<file path="src/rtl/dff_e_pkg.sv">
// Shared definitions for the enabled register pipeline: occupancy width helper
// and the data reset value.
package dff_e_pkg;

    localparam logic DATA_RST_BIT = 1'b0;

    function automatic int occ_width(input int depth);
        int w;
        w = $clog2(depth + 1);
        return (w < 1) ? 1 : w;
    endfunction

endpackage

</file>
<file path="src/rtl/dff_e_stage.sv">
// One enabled pipeline stage: WIDTH data bits plus a valid bit.
// Priority at the clock edge is rst, then flush, then E; otherwise hold.
module dff_e_stage
    import dff_e_pkg::*;
#(
    parameter int WIDTH = 8
) (
    input  logic             clk,
    input  logic             rst,
    input  logic             flush,
    input  logic             E,
    input  logic [WIDTH-1:0] d,
    input  logic             d_vld,
    output logic [WIDTH-1:0] q,
    output logic             q_vld
);

    always_ff @(posedge clk) begin
        if (rst || flush) begin
            q     <= {WIDTH{DATA_RST_BIT}};
            q_vld <= 1'b0;
        end else if (E) begin
            q     <= d;
            q_vld <= d_vld;
        end
    end

endmodule

</file>
<file path="src/rtl/dff_e_pipe.sv">
// Stallable DEPTH-stage register pipeline with valid tracking.
// Define DFF_E_PIPE_OCC_EN to add the registered occupancy counter port occ.
module dff_e_pipe
    import dff_e_pkg::*;
#(
    parameter int WIDTH = 8,
    parameter int DEPTH = 4
) (
    input  logic             clk,
    input  logic             rst,
    input  logic             E,
    input  logic             flush,
    input  logic [WIDTH-1:0] D,
    input  logic             D_vld,
    output logic [WIDTH-1:0] Q,
    output logic             Q_vld
`ifdef DFF_E_PIPE_OCC_EN
    ,
    output logic [occ_width(DEPTH)-1:0] occ
`endif
);

    // Index 0 is the pipeline input; index k+1 is the output of stage k.
    logic [DEPTH:0][WIDTH-1:0] data_s;
    logic [DEPTH:0]            vld_s;

    assign data_s[0] = D;
    assign vld_s[0]  = D_vld;

    for (genvar k = 0; k < DEPTH; k++) begin : g_stage
        dff_e_stage #(
            .WIDTH (WIDTH)
        ) u_stage (
            .clk   (clk),
            .rst   (rst),
            .flush (flush),
            .E     (E),
            .d     (data_s[k]),
            .d_vld (vld_s[k]),
            .q     (data_s[k+1]),
            .q_vld (vld_s[k+1])
        );
    end

    assign Q     = data_s[DEPTH];
    assign Q_vld = vld_s[DEPTH];

`ifdef DFF_E_PIPE_OCC_EN
    localparam int OCC_W = occ_width(DEPTH);

    // Tracks the valid count incrementally: one word in, one word out per advance.
    always_ff @(posedge clk) begin
        if (rst || flush) begin
            occ <= '0;
        end else if (E) begin
            occ <= occ + OCC_W'(D_vld) - OCC_W'(vld_s[DEPTH]);
        end
    end

    occ_in_range: assert property (@(posedge clk) occ <= OCC_W'(DEPTH));
`endif

endmodule

</file>
<file path="config.mk">
export PLATFORM = sky130hd
export DESIGN_NAME = dff_e_pipe
export DESIGN_NICKNAME = d
export VERILOG_FILES = /design/src/rtl/dff_e_pkg.sv /design/src/rtl/dff_e_stage.sv /design/src/rtl/dff_e_pipe.sv
export SDC_FILE = /design/constraint.sdc
export NUM_CORES = 1
export LEC_CHECK = 0
export BUFFER_PORTS_ARGS = -buffer_cell sky130_fd_sc_hd__buf_2
export CELL_PAD_IN_SITES_DETAIL_PLACEMENT = 1
export CELL_PAD_IN_SITES_GLOBAL_PLACEMENT = 2
export CORE_UTILIZATION = 32
export DETAILED_ROUTE_END_ITERATION = 7
export GPL_ROUTABILITY_DRIVEN = 0
export PLACE_DENSITY = 0.76
export SYNTH_ARGS = -nofsm -noshare
export SYNTH_HDL_FRONTEND = slang
export SYNTH_SLANG_ARGS = --single-unit
export TNS_END_PERCENT = 1
</file>
<file path="constraint.sdc">
create_clock -name clk -period 0.8 [get_ports clk]
set_clock_uncertainty 0.1 [all_clocks]
set_input_delay 0.04 -clock clk [delete_from_list [all_inputs] [get_ports clk]]
set_output_delay 0.04 -clock clk [all_outputs]
set_load 0.02 [all_outputs]
</file>
* Word level (Yosys, flattened, before mapping)
Index checks and enable logic that the tools add are counted.
Storage, ports and cells: flip-flop bits (word level) 36, bits of input ports 13, output and inout port bits 9
Operators by class: reductions and logical operators 1
Operators by type and width (number):
- 1-bit logical OR | 1

* Depth between registers and ports, before layout
Gate-level depths: netlist of the first run.
depth after elaboration 1, mapped depth 4

* Hierarchy
From an unflattened synthesis of the first run, not the netlist that was laid out.
Unflattened totals: cell total of the unflattened synthesis 120, area total of the unflattened synthesis 1316.3 µm²
By module, submodules not included:
- dff_e_stage | instances 4, cells an instance 30, area each 329.1 µm², sequential area each 180.2 µm²

* Worst setup path before layout of the first run
No wires, ideal clock.
path type input to register, from in flush, to reg g_stage[3].u_stage.q_vld, arrival 0.602 ns, required time 0.636 ns, setup slack 0.034 ns, stages on the path 4, cell sequence or2_1 > buf_6 > buf_8 > nor2_1
Between the ends: word-level cells in the longest chain between the ends 1
RTL lines:
- start, declared | RTL line dff_e_pipe.sv:12 | input logic flush,
- 1-bit logical OR | RTL line dff_e_stage.sv:19 | if (rst || flush) begin
- end signal, assigned | RTL line dff_e_stage.sv:24 | q_vld <= d_vld;
- end, declared | RTL line dff_e_stage.sv:15 | output logic q_vld
No other way between the ends. A chain may end at the register's enable or synchronous reset.

* Worst setup path after layout of the first run
from reg g_stage[3].u_stage.q[3], to out Q[3]
RTL lines:
- start, declared | RTL line dff_e_stage.sv:14 | output logic [WIDTH-1:0] q,
- start signal, assigned | RTL line dff_e_stage.sv:20 | q <= {WIDTH{DATA_RST_BIT}};
- end, declared | RTL line dff_e_pipe.sv:15 | output logic [WIDTH-1:0] Q,
No word-level cell between the ends.

==> results of run 1 <==
-- stage by stage --
step                      area (um2)  power (mW)  instances  worst slack [ns]
after global placement          1445       2.056        184          -0.03356
after detailed placement        1445       2.063        184          -0.07209
final                           1707       3.602        200          -0.07933
after CTS                       1704       3.674        200          -0.09779
after floorplan                 1384       2.030        125           0.03412
after global routing            1707       3.783        200           -0.1219
-- power groups by stage --
stage	sequential, mW	clock (mW)	combinational, mW
global placement	1.86	0	0.195
global route	1.82	1.71	0.251
finish	1.82	1.55	0.228
detailed placement	1.86	0	0.201
floorplan	1.86	0	0.171
CTS	1.82	1.62	0.232
-- final cells by class --
cell class,count,area [um2]
fill,471,2380
tap,50,62.56
clock inverter,3,42.54
clock buffer,5,68.82
sequential,36,732.0
timing repair buffer,33,299.0
multi-input combinational,73,501.7
-- cells in the final DEF (no fill, tap or decap) --
master and n:
buf_6 9, bufinv_16 1, dfxtp_1 27, dlymetal6s4s_1 1
dlygate4sd3_1 7, clkinvlp_4 1, nor2_1 36, clkinv_2 1
clkbuf_8 5, or2_1 1, buf_4 2, dfxtp_2 9
buf_12 2, mux2i_1 36, buf_2 12
-- worst max path at each step --
| stage | endpoint | slack [ns] |
|---|---|---|
| global placement | g_stage[3].u_stage.q[0] | -0.03 |
| detailed placement | g_stage[2].u_stage.q[3] | -0.07 |
| floorplan | g_stage[3].u_stage.q_vld | 0.03 |
| finish | Q[3] | -0.08 |
| CTS | Q[6] | -0.1 |
| global route | Q[3] | -0.12 |
-- registers in the layout, indices dropped and copies added, names as in the netlist --
name and flops:
g_stage.u_stage.q 32, g_stage.u_stage.q_vld 4
-- Yosys cell counts --
cell type	count
buf_4	8
or2_1	1
nor2_1	36
dfxtp_1	36
buf_6	5
mux2i_1	36
buf_8	3
-- repair_timing --
| action | CTS | global route |
|---|---|---|
| endpoints found under the hold margin | 9 | 1 |
| gates resized for setup | 27 | 1 |
| pin swaps | 0 | 1 |
| endpoints found under the setup margin | 9 | 14 |
-- metal layers --
layer	global-route usage (%)	up-vias	share of wire, %
li1	-	446	-
met1	11.05	430	41
met2	21.91	13	54
met3	6.588	4	3.7
met4	6.383	0	1.7
met5	0	-	0
-- kinds of logic after synthesis --
kind of cell	synth area share, %
and+or+nand+nor	10.22
muxes	26.04
DFF	52.08
buffers and inverters	11.66
==> impl_metrics.toml, run 1 <==
[worst_hold_path]
hold_class = "in2reg"
min_from = "D[6]"
worst_hold_path.endpoint = "g_stage[0].u_stage.q[6]"
whs_path_depth = 3

[detailed_routing]
first_iter_violations = 15
routedWlPerCell_um = 11.36
detail_route.drc_violations = 0
vias = 893
via_per_inst = 4.465
wl_mm = 2.271
ant_nets = 0
first_pass_iters = 2

[timing]
rsz0062_at_grt = "true"
worst_hold_slack_ns = -0.09059
finalWorstPathRequiredPeriod_ns = 0.8793
post-route-period-util_pct = 109.9
hold_violations = 1
max_freq_mhz = 1137
setup_ws_ns = -0.07933
relSlewSlack_pct = 89.53
worst_pin_slew_ns = 0.1526
tns_ns = -0.6568
drv_slew = 0
setup_violations = 9

[logic_synthesis]
ys_seq_area_share_pct = 52.08
synthesis.area_um2 = 1384
synth.top_cell.area_share_pct = 52.08
yosys-top-cells-area = "dfxtp_1 52%, mux2i_1 26%, nor2_1 9.8%"
synth_nets = 138
ys_ff_latch = 36
syn_avg_cell_area_um2 = 11.07
ys_types = 7
ys_warn_count = 0
syn_inst = 125
synth_area_leader_cell = "dfxtp_1"

[global_route]
grt_max_degree = 37
overflow = 0
grt_pass1_wl_mm = 3.933
grt.total_usage_pct = 12.28
antenna_found_initial = 0
grt_pass1_vias = 938

[critical_path]
critPathMaxStageDelay_ns = 0.34
worstSetupStartpoint = "g_stage[3].u_stage.q[3]"
cp_max_fo = 2
cp_slowest_cell = "dfxtp_2"
timing.rr.end = "g_stage[3].u_stage.q[1]"
critical_path_depth = 1
worstPathArrival_ns = 0.74
r2r_start = "g_stage[2].u_stage.q[1]"
cp_cell_sequence = "buf_6"
rr_worst_depth = 2
endpoint_kind = "output port"
worstSetupStartpointType = "register"
path_buf_inv = 1
rrSetupSlack_ns = 0.07
critPathKind = "reg2out"
critPathTopFamily = "flip-flops"
required_ns = 0.66

[place]
io_buffers = 21
dp_hpwl_mm = 1.562

[floorplan]
die_w_um = 67.76
io_pins = 22
rows = 23
die_area_um2 = 4591
fp.dieH_um = 67.76
initial_core_util_pct = 33.86
core-area_um2 = 4086

[clock_tree]
cts_hold_buf = 8
cts_sinks = 36
cts_setup_buffers = 0
cts_buffers = 5
clk_latency_ns = 0.28
h-tree-depth = 2
clockBufferDepth = 2
path_clk_slew_ns = 0.07
cts_tree = "done"
clockRootBuffer = "clkbuf_8"

[power]
power_frac_comb_pct = 6.3
switchingPower_mw = 0.7440
p_sw_share_pct = 20.65
power_density_nw_per_um2 = 2111
seqPwrFrac_pct = 50.5
intPower_mw = 2.858
total_leakage_power_nw = 0.7596
power.share.clock_pct = 43.1
irDropWorstVdd_mv = 1.201

[cells_and_area]
nets = 162
final_util_pct = 41.76
area_growth_syn_to_layout_pct = 23.33
diodes = 0
drive_above_1_share_pct = 28.00

[run]
maxCapViolations = 0

[outcome]
status = "finished with violations"
violations = "negative hold slack, negative setup slack"
Note: power is estimated with default switching activity, not from simulation.
==> inputs of run 2 (changes only) <==
==> constraint.sdc (replaced) <==
create_clock -name clk -period 0.8 [get_ports clk]
set_clock_uncertainty 0.1 [all_clocks]
set_input_delay 0.12 -clock clk [delete_from_list [all_inputs] [get_ports clk]]
set_output_delay 0.12 -clock clk [all_outputs]
set_load 0.02 [all_outputs]
==> impl_metrics.toml, run 2 (synthesis results as in run 1) <==
[cells_and_area]
largestRegisters = "g_stage.u_stage.q: 32 flops, g_stage.u_stage.q_vld: 4 flops"
diodes = 0
largest_reg_flops = 32
fin_cells = 190
drive_above_1_share_pct = 27.86
regMostFlops = "g_stage.u_stage.q"
final_util_pct = 38.73
nets = 153
final_cell_mix = "36 x mux2i_1, 36 x nor2_1, 27 x dfxtp_1"
area_growth_syn_to_layout_pct = 14.38

[floorplan]
core-area_um2 = 4086
die_area_um2 = 4591
die_w_um = 67.76
fp.dieH_um = 67.76
io_pins = 22
rows = 23
initial_core_util_pct = 33.86

[power]
p_sw_share_pct = 21.11
total_leakage_power_nw = 0.6926
power_frac_comb_pct = 6.2
power.share.clock_pct = 36.4
switchingPower_mw = 0.6692
irDropWorstVdd_mv = 0.9103
seqPwrFrac_pct = 57.5
power_density_nw_per_um2 = 2003
intPower_mw = 2.501

[worst_hold_path]
whs_path_depth = 3
hold_class = "in2reg"

[detailed_routing]
routedWlPerCell_um = 11.83
vias = 856
ant_nets = 0
via_per_inst = 4.505
wl_mm = 2.247
first_iter_violations = 29
first_pass_iters = 3
detail_route.drc_violations = 0

[critical_path]
worstPathArrival_ns = 0.75
endpoint_kind = "output port"
critPathMaxStageDelay_ns = 0.35
rr_worst_depth = 2
critical_path_depth = 1
cp_slowest_cell = "dfxtp_2"
path_buf_inv = 1
cp_cell_sequence = "buf_6"
cp_max_fo = 2
required_ns = 0.58
critPathTopFamily = "flip-flops"
worstSetupStartpointType = "register"
critPathKind = "reg2out"

[global_route]
grt.total_usage_pct = 11.22
grt_max_degree = 37
overflow = 0
grt_pass1_wl_mm = 3.601
antenna_found_initial = 0
grt_pass1_vias = 835

[outcome]
violations = "negative hold slack, negative setup slack"
status = "finished with violations"

[place]
dpl.cell_count = 183
dp_hpwl_mm = 1.535
place_ws_ns = -0.1926
io_buffers = 21

[timing]
setup_ws_ns = -0.1713
finalWorstPathRequiredPeriod_ns = 0.9713
post-route-period-util_pct = 121.4
setup_violations = 9
rsz0062_at_grt = "true"
hold_violations = 6
worst_pin_slew_ns = 0.1952
drv_slew = 0
relSlewSlack_pct = 86.99
max_freq_mhz = 1030
worst_hold_slack_ns = -0.009177

[clock_tree]
cts_sinks = 36
clockRootBuffer = "clkbuf_8"
clk_latency_ns = 0.28
cts_buffers = 5
clockBufferDepth = 2
cts_tree = "done"
path_clk_slew_ns = 0.07
h-tree-depth = 2

[run]
maxCapViolations = 0
run 2: cell count changes in the layout (fill, tap and decap cells not counted):
cell / before / now
dlygate4sd3_1: 7 / 0
buf_4: 2 / 1
bufinv_16: 1 / 0
clkbuf_1: 0 / 1
clkinvlp_4: 1 / 0
dlymetal6s4s_1: 1 / 0
run 2: metal layers:
metal / part of all wire [%] / vias to the layer above / wire [um] / global-route usage, %
li1: - / 426 / - / -
met1: 41 / 414 / 916 / 10.02
met2: 53 / 14 / 1197 / 20.42
met3: 4.8 / 2 / 107 / 5.236
met4: 1.2 / 0 / 26 / 6.383
met5: 0 / - / 0 / 0
run 2: layout make-up:
| cell class | count | area [um2] |
|---|---|---|
| repair buffers | 24 | 209.0 |
| clock inverters | 1 | 5.005 |
| clock buffers | 6 | 72.57 |
| flip-flops and latches | 36 | 732.0 |
| well taps | 50 | 62.56 |
| multi-input cells | 73 | 501.7 |
| fillers | 472 | 2504 |
run 2: worst reg2reg max path: cells and delay by family (launching register included):
family,cells,cell delay [ns]
simple gates,1,0.07
mux,1,0.15
flops,1,0.31
run 2: through the flow:
stage / cell area [um2] / total power, mW / hold slack (ns) / setup TNS (ns)
3_5_place_dp: 1438 / 2.063 / 0.2831 / -5.276
5_1_grt: 1583 / 3.320 / -0.009046 / -1.573
4_1_cts: 1583 / 3.232 / -0.01374 / -1.419
3_3_place_gp: 1438 / 2.054 / 0.2710 / -4.379
6_report: 1583 / 3.170 / -0.009177 / -1.320
2_1_floorplan: 1399 / 2.041 / 0.1826 / -0.9091
run 2: power by group through the flow:
stage / clock [mW] / sequential, mW / combinational, mW
after floorplan: 0 / 1.86 / 0.182
after global placement: 0 / 1.86 / 0.193
after detailed placement: 0 / 1.86 / 0.201
after CTS: 1.21 / 1.82 / 0.201
after global routing: 1.29 / 1.82 / 0.213
final: 1.15 / 1.82 / 0.196
run 2: worst paths after layout:
check | slack, ns | start | end
setup reg to reg | 0.07 | g_stage[1].u_stage.q[7] | g_stage[2].u_stage.q[7]
hold / removal | -0.009 | D[2] | g_stage[0].u_stage.q[2]
setup / recovery | -0.17 | g_stage[3].u_stage.q[6] | Q[6]
hold reg to reg | 0.39 | g_stage[1].u_stage.q_vld | g_stage[2].u_stage.q_vld
run 2: timing repair:
item	4_1_cts	5_1_grt
setup endpoints to repair	9	9
hold endpoints to repair	6	1
buffers inserted	0	0
gates resized for setup	27	0
